File: config.mk
export PLATFORM = sky130hd
export DESIGN_NAME = riscv_id_ex_stage
export DESIGN_NICKNAME = d
export VERILOG_FILES = /design/src/rtl/riscv_id_ex_stage.sv
export SDC_FILE = /design/constraint.sdc
export NUM_CORES = 1
export LEC_CHECK = 0
export CAP_MARGIN = 25
export CORE_AREA = 2 2 223 225
export DETAILED_ROUTE_END_ITERATION = 7
export DIE_AREA = 0 0 225 227
export HOLD_SLACK_MARGIN = 0.06
export SYNTH_ARGS = -nofsm -noshare
export SYNTH_HDL_FRONTEND = slang
export SYNTH_SLANG_ARGS = --single-unit
File: constraint.sdc
create_clock -name clock -period 2.16 [get_ports clock]
set_clock_uncertainty 0.05 [all_clocks]
set_input_delay 0.324 -clock clock [delete_from_list [all_inputs] [get_ports clock]]
set_output_delay 0.324 -clock clock [all_outputs]
set_load 0.03 [all_outputs]
File: src/rtl/riscv_id_ex_stage.sv
// -----------------------------------------------------------------------------
// riscv_id_ex_stage
//   ID/EX pipeline register for a 64-bit RISC-V core.
//   - Captures the decoded ID fields and control bits on each rising clock edge.
//   - Turns aluop/funct3/funct7b5 into the 4-bit ALU control code at load time.
//   - Forwards results from EX/MEM and MEM/WB into the ALU operands and store data.
//   - Raises load_use_stall and inserts a bubble when a load in EX feeds ID.
//
// Ports
//   clock, reset          rising-edge clock, synchronous active-high reset
//   id_*                  decoded instruction fields and control bits from ID
//   ex_hold               downstream stall: the stage keeps its contents
//   flush                 squash: a bubble is loaded (wins over ex_hold)
//   exmem_*, memwb_*      writeback sources used for forwarding
//   ex_valid, alu_ctl     registered valid flag and ALU control code
//   alu_a, alu_b          forwarded ALU operands (combinational)
//   ex_store_data         forwarded rs2 value for stores (combinational)
//   ex_rd, ex_<ctl>       registered destination register and control bits
//   load_use_stall        ID/IF must stall this cycle (combinational)
// -----------------------------------------------------------------------------
module riscv_id_ex_stage #(
  parameter int XLEN = 64,
  parameter int RA   = 5
) (
  input  logic            clock,
  input  logic            reset,
  input  logic            id_valid,
  input  logic [XLEN-1:0] id_rs1_data,
  input  logic [XLEN-1:0] id_rs2_data,
  input  logic [XLEN-1:0] id_imm,
  input  logic [RA-1:0]   id_rs1,
  input  logic [RA-1:0]   id_rs2,
  input  logic [RA-1:0]   id_rd,
  input  logic [1:0]      id_aluop,
  input  logic [2:0]      id_funct3,
  input  logic            id_funct7b5,
  input  logic            id_alusrc,
  input  logic            id_regwrite,
  input  logic            id_memread,
  input  logic            id_memwrite,
  input  logic            id_memtoreg,
  input  logic            id_branch,
  input  logic            ex_hold,
  input  logic            flush,
  input  logic            exmem_regwrite,
  input  logic [RA-1:0]   exmem_rd,
  input  logic [XLEN-1:0] exmem_aluout,
  input  logic            memwb_regwrite,
  input  logic [RA-1:0]   memwb_rd,
  input  logic [XLEN-1:0] memwb_wdata,
  output logic            ex_valid,
  output logic [3:0]      alu_ctl,
  output logic [XLEN-1:0] alu_a,
  output logic [XLEN-1:0] alu_b,
  output logic [XLEN-1:0] ex_store_data,
  output logic [RA-1:0]   ex_rd,
  output logic            ex_regwrite,
  output logic            ex_memread,
  output logic            ex_memwrite,
  output logic            ex_memtoreg,
  output logic            ex_branch,
  output logic            load_use_stall
);

  typedef struct packed {
    logic            valid;
    logic [3:0]      ctl;
    logic [RA-1:0]   rs1;
    logic [RA-1:0]   rs2;
    logic [RA-1:0]   rd;
    logic [XLEN-1:0] rs1_data;
    logic [XLEN-1:0] rs2_data;
    logic [XLEN-1:0] imm;
    logic            alusrc;
    logic            regwrite;
    logic            memread;
    logic            memwrite;
    logic            memtoreg;
    logic            branch;
  } stage_t;

  // Empty slot: everything zero, ALU control parked at the "invalid" code 15.
  function automatic stage_t bubble_f();
    stage_t b;
    b     = '0;
    b.ctl = 4'd15;
    return b;
  endfunction

  // funct3 -> ALU code shared by R-type and I-type; unsupported ops map to 15.
  function automatic logic [3:0] funct3_ctl_f(input logic [2:0] f3);
    logic [3:0] c;
    case (f3)
      3'b000:  c = 4'd2;
      3'b111:  c = 4'd0;
      3'b110:  c = 4'd1;
      3'b010:  c = 4'd7;
      default: c = 4'd15;
    endcase
    return c;
  endfunction

  // Full ALU control decode; funct7b5 only selects SUB for R-type funct3 000.
  function automatic logic [3:0] alu_ctl_f(input logic [1:0] op,
                                           input logic [2:0] f3,
                                           input logic       f7b5);
    logic [3:0] c;
    case (op)
      2'b00:   c = 4'd2;
      2'b01:   c = 4'd6;
      2'b10:   c = ((f3 == 3'b000) && f7b5) ? 4'd6 : funct3_ctl_f(f3);
      2'b11:   c = funct3_ctl_f(f3);
      default: c = 4'd15;
    endcase
    return c;
  endfunction

  stage_t          stage_r;
  stage_t          stage_nxt_s;
  logic            load_use_s;
  logic [XLEN-1:0] fwd_rs1_s;
  logic [XLEN-1:0] fwd_rs2_s;

  // Load-use hazard: a load in EX whose rd is read by the instruction in ID.
  // rs2 is compared even for I-type, which can only over-stall.
  always_comb begin
    load_use_s = 1'b0;
    if (stage_r.valid && stage_r.memread && (stage_r.rd != {RA{1'b0}}) && id_valid &&
        ((id_rs1 == stage_r.rd) || (id_rs2 == stage_r.rd))) begin
      load_use_s = 1'b1;
    end else begin
      load_use_s = 1'b0;
    end
  end

  // Next stage contents: flush > hold > bubble (stall or no instruction) > load.
  always_comb begin
    stage_nxt_s = stage_r;
    if (flush) begin
      stage_nxt_s = bubble_f();
    end else if (ex_hold) begin
      stage_nxt_s = stage_r;
    end else if (load_use_s || !id_valid) begin
      stage_nxt_s = bubble_f();
    end else begin
      stage_nxt_s.valid    = 1'b1;
      stage_nxt_s.ctl      = alu_ctl_f(id_aluop, id_funct3, id_funct7b5);
      stage_nxt_s.rs1      = id_rs1;
      stage_nxt_s.rs2      = id_rs2;
      stage_nxt_s.rd       = id_rd;
      stage_nxt_s.rs1_data = id_rs1_data;
      stage_nxt_s.rs2_data = id_rs2_data;
      stage_nxt_s.imm      = id_imm;
      stage_nxt_s.alusrc   = id_alusrc;
      stage_nxt_s.regwrite = id_regwrite;
      stage_nxt_s.memread  = id_memread;
      stage_nxt_s.memwrite = id_memwrite;
      stage_nxt_s.memtoreg = id_memtoreg;
      stage_nxt_s.branch   = id_branch;
    end
  end

  // Stage register; reset overrides flush and hold.
  always_ff @(posedge clock) begin
    if (reset) begin
      stage_r <= bubble_f();
    end else begin
      stage_r <= stage_nxt_s;
    end
  end

  // Operand forwarding for rs1; the younger EX/MEM result wins, x0 never forwards.
  always_comb begin
    fwd_rs1_s = stage_r.rs1_data;
    if (exmem_regwrite && (exmem_rd != {RA{1'b0}}) && (exmem_rd == stage_r.rs1)) begin
      fwd_rs1_s = exmem_aluout;
    end else if (memwb_regwrite && (memwb_rd != {RA{1'b0}}) && (memwb_rd == stage_r.rs1)) begin
      fwd_rs1_s = memwb_wdata;
    end else begin
      fwd_rs1_s = stage_r.rs1_data;
    end
  end

  // Operand forwarding for rs2, independent of rs1.
  always_comb begin
    fwd_rs2_s = stage_r.rs2_data;
    if (exmem_regwrite && (exmem_rd != {RA{1'b0}}) && (exmem_rd == stage_r.rs2)) begin
      fwd_rs2_s = exmem_aluout;
    end else if (memwb_regwrite && (memwb_rd != {RA{1'b0}}) && (memwb_rd == stage_r.rs2)) begin
      fwd_rs2_s = memwb_wdata;
    end else begin
      fwd_rs2_s = stage_r.rs2_data;
    end
  end

  assign alu_a          = fwd_rs1_s;
  assign alu_b          = stage_r.alusrc ? stage_r.imm : fwd_rs2_s;
  assign ex_store_data  = fwd_rs2_s;
  assign ex_valid       = stage_r.valid;
  assign alu_ctl        = stage_r.ctl;
  assign ex_rd          = stage_r.rd;
  assign ex_regwrite    = stage_r.regwrite;
  assign ex_memread     = stage_r.memread;
  assign ex_memwrite    = stage_r.memwrite;
  assign ex_memtoreg    = stage_r.memtoreg;
  assign ex_branch      = stage_r.branch;
  assign load_use_stall = load_use_s;

endmodule
==> run_results.csv, run 1 <==
group,metric,value,unit
outcome,status,"complete, but fails checks",
outcome,violations,"negative setup slack",
layout,register_area,4400,um^2
global_route,grt_max_degree,115,
timing,period_needed,3160,ps
synthesis,ys_top_cells_by_area,"dfxtp_1 (39%), a22o_1 (17%), mux2_2 (6.1%)",
drt,routed_wl,63400,um
worst_setup_path,critPathKind,"reg2out",
synthesis,syn_area,11100,um^2
layout,final_cell_mix,"clkdlybuf4s50_1 (368), buf_6 (214), a22o_1 (213), dfxtp_1 (202), buf_4 (134)",
floorplanning,core,48500,um^2
drt,drc,0,
layout,utilization,0.530,
drt,routedWlPerCell,25.0,um
synthesis,muxShareOfSynthArea,0.123,
hold_path,min_from,"id_imm[8]",
cts,clock-root-buffer,"clkbuf_16",
synthesis,yosys_warnings,0,
floorplanning,io_pins,572,
timing,fmax,316,MHz
synthesis,yosysSeqAreaShare,0.393,
flow_run,drv_cap,0,
synthesis,synth_xor_area_frac,0.0237,
floorplanning,start_util,0.229,
global_route,antenna_found_initial,8,
hold_path,min_to,"stage_r[14]$_SDFFE_PP0N_",
drt,num_vias,13100,
synthesis,yosysTopAreaCell,"dfxtp_1",
layout,multi_input_area,10100,um^2
drt,antenna_left,0,
timing,worst_pin_slew,655,ps
synthesis,synth-compound-area-share,0.295,
worst_setup_path,reg2reg_depth,7,
timing,report.final.slew_viol_count,0,
synthesis,synth_nets,1519,
worst_setup_path,regToRegSetupSlack,100,ps
placement,port_buffers,571,
layout,final_common_cell,"clkdlybuf4s50_1",
timing,min_period_over_period,1.46,
synthesis,yosys.area_share.simple,0.0960,
global_route,grt_util_all_layers,0.234,
pwr,p_leak,0.00916,uW
drt,viasPerCell,5.18,
layout,final_nets,2249,
cts,clock_latency,570,ps
floorplanning,die_area,51100,um^2
pwr,p_per_area,477,nW/um^2
cts,htreeDepth,1,
timing,setup_viol,193,
synthesis,ys_ff_latch,218,
worst_setup_path,crit_start,"stage_r[206]$_SDFFE_PP0N_",
synthesis,syn_area_per_cell,9.61,um^2
layout,fillers,4032,
layout,area_growth,132,%
worst_setup_path,critPathArrivalTime,2790,ps
synthesis,synthDistinctLibCells,40,
global_route,first_global_vias,14000,
timing,hold_viol_final,0,
worst_setup_path,rr_startpoint,"ex_rd[4]$_SDFFE_PP0N_",
synthesis,synth_top_family_by_area,"compound AO/OA/AOI/OAI gates",
cts,cts_buffers,29,
synthesis,syn_inst,1155,
worst_setup_path,crit_path_cell_trace,"xor2_2 -> or4b_4 -> buf_4 -> buf_16 -> o21ai_4 -> a31oi_4 -> mux2_4 -> buf_2",
worst_setup_path,crit_family,"simple AND/OR/NAND/NOR gates",
worst_setup_path,critical_path.max_fanout,10,
synthesis,synth_fa_ha_area_frac,0,
timing,slew_headroom,0.563,
cts,cts_tree,"built",
global_route,grt.overflow.total,0,
global_route,grt_pass1_wl,90200,um
hold_path,min_delay_path_depth,2,
drt,initialDrtViolationCount,744,
hold_path,hold_class,"in2reg",
timing,hold_ws,295,ps
layout,drive_above_1_share,0.520,
floorplanning,die_w,225,um
cts,cts_buffer_depth,3,
worst_setup_path,cp_data_required_time,1790,ps
worst_setup_path,setup.worst_path.start_class,"flip-flop",
worst_setup_path,slowest_delay,580,ps
worst_setup_path,setup.worst_path.end_class,"output pin",
cts,hold_buffers,0,
synthesis,synth_top_area_frac,0.393,
cts,cts.reportedPaths.clkPinSlew,60,ps
worst_setup_path,worstReg2RegEnd,"stage_r[111]$_SDFFE_PP0N_",
floorplanning,core.rowCount,81,
timing,postLayoutSetupSlackWorst,-1000,ps
worst_setup_path,critPathSlowestCell,"or4b_4",
cts,cts_sinks,218,
placement,gp_congestion,0.874,
worst_setup_path,cp_num_buf_inv,3,
placement,dp_hpwl,41200,um
floorplanning,die_y,227,um
drt,drt_pass1_iterations,4,
timing,rsz0062_at_grt,"yes",
pwr,max-vdd-ir-drop,0.551,mV
-- registers in the layout, indices dropped and copies added, names as in the netlist --
signal / count
ex_memtoreg: 1
ex_memread: 1
alu_ctl: 4
stage_r: 203
ex_branch: 1
ex_regwrite: 1
ex_rd: 5
ex_memwrite: 1
ex_valid: 1
-- kinds of logic (layout without fill, tap and decap cells) --
kind of cell           after synthesis  in the layout
flip-flops                         218            218
XOR/XNOR                            30             30
AND/OR/NAND/NOR                    225            225
AO/OA/AOI/OAI                      420            420
multiplexers                       128            128
buffers and inverters              134            886
other                                0              5
-- worst reg2reg max path, delay by kind of cell, from the launching register on --
| kind | cells | cell delay (ps) |
|---|---|---|
| buf+inv | 2 | 560 |
| xor+xnor | 1 | 150 |
| simple gates | 1 | 110 |
| flops | 1 | 380 |
| compound gates | 3 | 730 |
-- through the flow --
step / setup WS [ps] / instance area [um^2] / setup TNS, ps / instances / power [uW]
floorplan: -308 / 13000 / -19150 / 1155 / 5280
global placement: -1200 / 20000 / -233120 / 2390 / 6630
detailed placement: -1250 / 20000 / -238900 / 2390 / 6640
CTS: -1040 / 24500 / -158780 / 2520 / 12200
global route: -1060 / 25700 / -174120 / 2531 / 12600
finish: -1000 / 25700 / -160540 / 2534 / 12300
-- worst max path at each step --
stage,cells after the start,to
final,8,alu_b[5]
after detailed placement,9,alu_b[27]
after CTS,8,alu_b[1]
after global placement,9,alu_b[27]
after floorplan,6,alu_b[11]
after global routing,8,alu_b[1]
-- cells in the mapped netlist --
| library cell | number |
|---|---|
| or4b_1 | 1 |
| o211ai_1 | 1 |
| nor4_1 | 1 |
| nand2_1 | 6 |
| o21ai_1 | 53 |
| nor2_1 | 70 |
| o21ai_0 | 5 |
| a31oi_1 | 29 |
| mux2i_1 | 64 |
| or2_1 | 1 |
| nand3b_1 | 2 |
| o32a_1 | 1 |
| or4_1 | 2 |
| xor2_1 | 7 |
| a21oi_1 | 70 |
| o22ai_1 | 1 |
| or4_4 | 1 |
| dfxtp_1 | 218 |
| nand3_1 | 69 |
| a22o_1 | 213 |
| a31oi_2 | 35 |
| clkbuf_1 | 53 |
| mux2_1 | 4 |
| o211a_1 | 1 |
| buf_2 | 38 |
| buf_4 | 13 |
| buf_6 | 23 |
| a21o_1 | 1 |
| nor4b_1 | 1 |
| buf_1 | 7 |
| nor3_1 | 66 |
| xnor2_1 | 23 |
| mux2_2 | 60 |
| a41oi_1 | 1 |
| o211ai_2 | 1 |
| o211ai_4 | 1 |
| and2_1 | 2 |
| o21ai_2 | 7 |
| nand2b_1 | 1 |
| nand4_1 | 2 |
-- report_power, final --
part / leakage [uW] / internal (uW) / switching [uW]
combinational: 0.00690 / 1640 / 1410
sequential: 0.00178 / 4100 / 83.2
clock: 0.000479 / 3020 / 2010
-- area by class of cell --
| class | count | area share |
|---|---|---|
| Antenna cell | 5 | 0.000487 |
| Clock buffer | 42 | 0.0325 |
| Clock inverter | 11 | 0.00530 |
| Multi-Input combinational cell | 803 | 0.392 |
| Sequential cell | 218 | 0.171 |
| Tap cell | 622 | 0.0303 |
| Timing Repair Buffer | 833 | 0.368 |
-- routing by layer --
layer	wire length, um	global-route usage
met1	25700	0.285
met2	31600	0.406
met3	4330	0.0550
met4	1820	0.0752
met5	72	0
-- repair_timing --
item                       4_1_cts  5_1_grt
pin swaps                       54       58
setup buffers                   52       37
resized for setup              612      248
setup endpoints to repair      198      218
cloned                          28        0
Note: power is estimated with default switching activity, not from simulation.
==> run 2, diff against run 1 <==
--- a/config.mk
+++ b/config.mk
@@ -6,9 +6,9 @@
 export NUM_CORES = 1
 export LEC_CHECK = 0
 export CAP_MARGIN = 25
-export CORE_AREA = 2 2 223 225
+export CORE_AREA = 2 2 221 223
 export DETAILED_ROUTE_END_ITERATION = 7
-export DIE_AREA = 0 0 225 227
+export DIE_AREA = 0 0 223 225
 export HOLD_SLACK_MARGIN = 0.06
 export SYNTH_ARGS = -nofsm -noshare
 export SYNTH_HDL_FRONTEND = slang
==> constraint.sdc (replaced) <==
create_clock -name clock -period 3.6 [get_ports clock]
set_clock_uncertainty 0.05 [all_clocks]
set_input_delay 0.54 -clock clock [delete_from_list [all_inputs] [get_ports clock]]
set_output_delay 0.54 -clock clock [all_outputs]
set_load 0.03 [all_outputs]
==> run_results.csv, run 2 (synthesized netlist as in run 1, its figures left out) <==
group,metric,value,unit
outcome,status,"complete, but fails checks",
outcome,violations,"negative setup slack",
layout,drive_above_1_share,0.265,
global_route,grt_pass1_wl,77900,um
worst_setup_path,critPathArrivalTime,3020,ps
worst_setup_path,regToRegSetupSlack,1320,ps
layout,final_cell_mix,"clkdlybuf4s50_1 (378), buf_4 (240), dfxtp_1 (217), a22o_1 (213), nor2_1 (70)",
drt,drc,0,
cts,htreeDepth,1,
timing,slew_headroom,0.411,
timing,report.final.slew_viol_count,0,
layout,fin_cells,2360,
pwr,p_leak,0.00725,uW
cts,hold_buffers,0,
hold_path,hold_class,"reg2reg",
layout,antenna_cells,0,
worst_setup_path,setup.worst_path.end_class,"output pin",
pwr,max-vdd-ir-drop,0.301,mV
layout,area_growth,69.7,%
worst_setup_path,cp_data_required_time,3010,ps
worst_setup_path,critPathKind,"in2out",
floorplanning,core.rowCount,80,
pwr,p_per_area,353,nW/um^2
drt,drt_pass1_iterations,5,
timing,period_needed,3610,ps
drt,routed_wl,54200,um
timing,hold_ws,420,ps
worst_setup_path,critical_path.max_fanout,34,
floorplanning,start_util,0.233,
cts,cts_tree,"built",
cts,cts.reportedPaths.clkPinSlew,60,ps
layout,regMostFlops,"stage_r",
global_route,grt_max_degree,124,
layout,largest_register_ff_count,203,
layout,register_area,4370,um^2
placement,dp_hpwl,39600,um
cts,cts_sinks,218,
global_route,grt_util_all_layers,0.202,
floorplanning,core,47500,um^2
layout,fin_area,18800,um^2
layout,fillers,4699,
timing,min_period_over_period,1.00,
timing,worst_pin_slew,883,ps
pwr,finalPower,6640,uW
cts,clock-root-buffer,"clkbuf_16",
global_route,first_global_vias,12100,
timing,setup_viol,1,
global_route,grt.overflow.total,0,
hold_path,min_from,"stage_r[40]$_SDFFE_PP0N_",
layout,final_common_cell,"clkdlybuf4s50_1",
timing,postLayoutSetupSlackWorst,-12.6,ps
placement,dpl_cell_area,17600,um^2
worst_setup_path,setup.worst_path.start_class,"input port",
worst_setup_path,rr_startpoint,"ex_rd[3]$_SDFFE_PP0N_",
timing,rsz0062_at_grt,"yes",
hold_path,min_to,"stage_r[40]$_SDFFE_PP0N_",
drt,antenna_left,0,
global_route,antenna_found_initial,1,
cts,cts_buffer_depth,3,
placement,placedCellCount,2300,
layout,utilization,0.396,
drt,num_vias,11900,
floorplanning,die_y,225,um
worst_setup_path,reg2reg_depth,6,
floorplanning,die_area,50200,um^2
floorplanning,die_w,223,um
placement,gp_congestion,0.850,
layout,multi_input_area,6110,um^2
drt,initialDrtViolationCount,695,
flow_run,drv_cap,0,
cts,clock_latency,550,ps
layout,final_nets,2089,
placement,port_buffers,571,
floorplanning,io_pins,572,
hold_path,min_delay_path_depth,1,
cts,cts_buffers,27,
drt,viasPerCell,5.03,
worst_setup_path,worstReg2RegEnd,"stage_r[29]$_SDFFE_PP0N_",
timing,hold_viol_final,0,
drt,routedWlPerCell,23.0,um
timing,fmax,277,MHz
run 2: cell count changes in the layout (fill, tap and decap cells not counted), sizes merged:
cell / delta
clkinv: -2
clkbuf: +3
bufbuf: -2
dlygate4sd2: -7
buf: -162
inv: -1
dlymetal6s2s: +1
diode: -5
clkinvlp: -1
clkdlybuf4s50: +10
bufinv: -1
run 2: final cells by class:
| cell class | count | area share |
|---|---|---|
| clock inverter | 6 | 0.00425 |
| clock buffer | 43 | 0.0439 |
| multi-input combinational | 803 | 0.324 |
| tap | 615 | 0.0409 |
| timing repair buffer | 675 | 0.354 |
| sequential | 218 | 0.232 |
run 2: worst max path at each step:
stage | start | endpoint | slack, ps | cells after the start
2_1_floorplan | memwb_rd[1] | alu_b[11] | 350 | 6
3_3_place_gp | memwb_rd[4] | alu_a[4] | -290 | 8
3_5_place_dp | memwb_rd[1] | alu_a[4] | -270 | 9
4_1_cts | memwb_rd[1] | alu_a[4] | -50 | 9
5_1_grt | exmem_rd[4] | alu_b[50] | -10 | 10
6_report | exmem_rd[0] | alu_b[4] | -10 | 9
run 2: timing repair:
action	in CTS	in global routing
resized for setup	8	33
setup endpoints to repair	92	60
buffers inserted	0	9
gates cloned	0	2
pin swaps	1	8
run 2: worst max-delay path, stage by stage:
cell and delay (ps):
clkdlybuf4s50_1 580, xnor2_1 320, o211ai_4 140, buf_12 160, buf_16 180, nor3_1 540, a31oi_2 90, mux2_2 290
buf_4 170
run 2: layer usage:
layer	global-route usage	routed length, um	up-vias
met5	0	0	-
met4	0.0697	1580	0
met3	0.0519	4310	86
met2	0.337	25100	566
met1	0.253	23100	5691
li1	-	-	5522
run 2: report_power, final:
part	switching [uW]	internal [uW]
logic	621	693
registers	35.7	2460
clock network	1130	1700
run 2: metrics by stage:
step	worst slack (ps)	TNS, ps
after global routing	-10.1	-34.4
after floorplan	351	0
final	-12.6	-12.6
after global placement	-291	-6150
after CTS	-46.9	-46.9
after detailed placement	-273	-5320
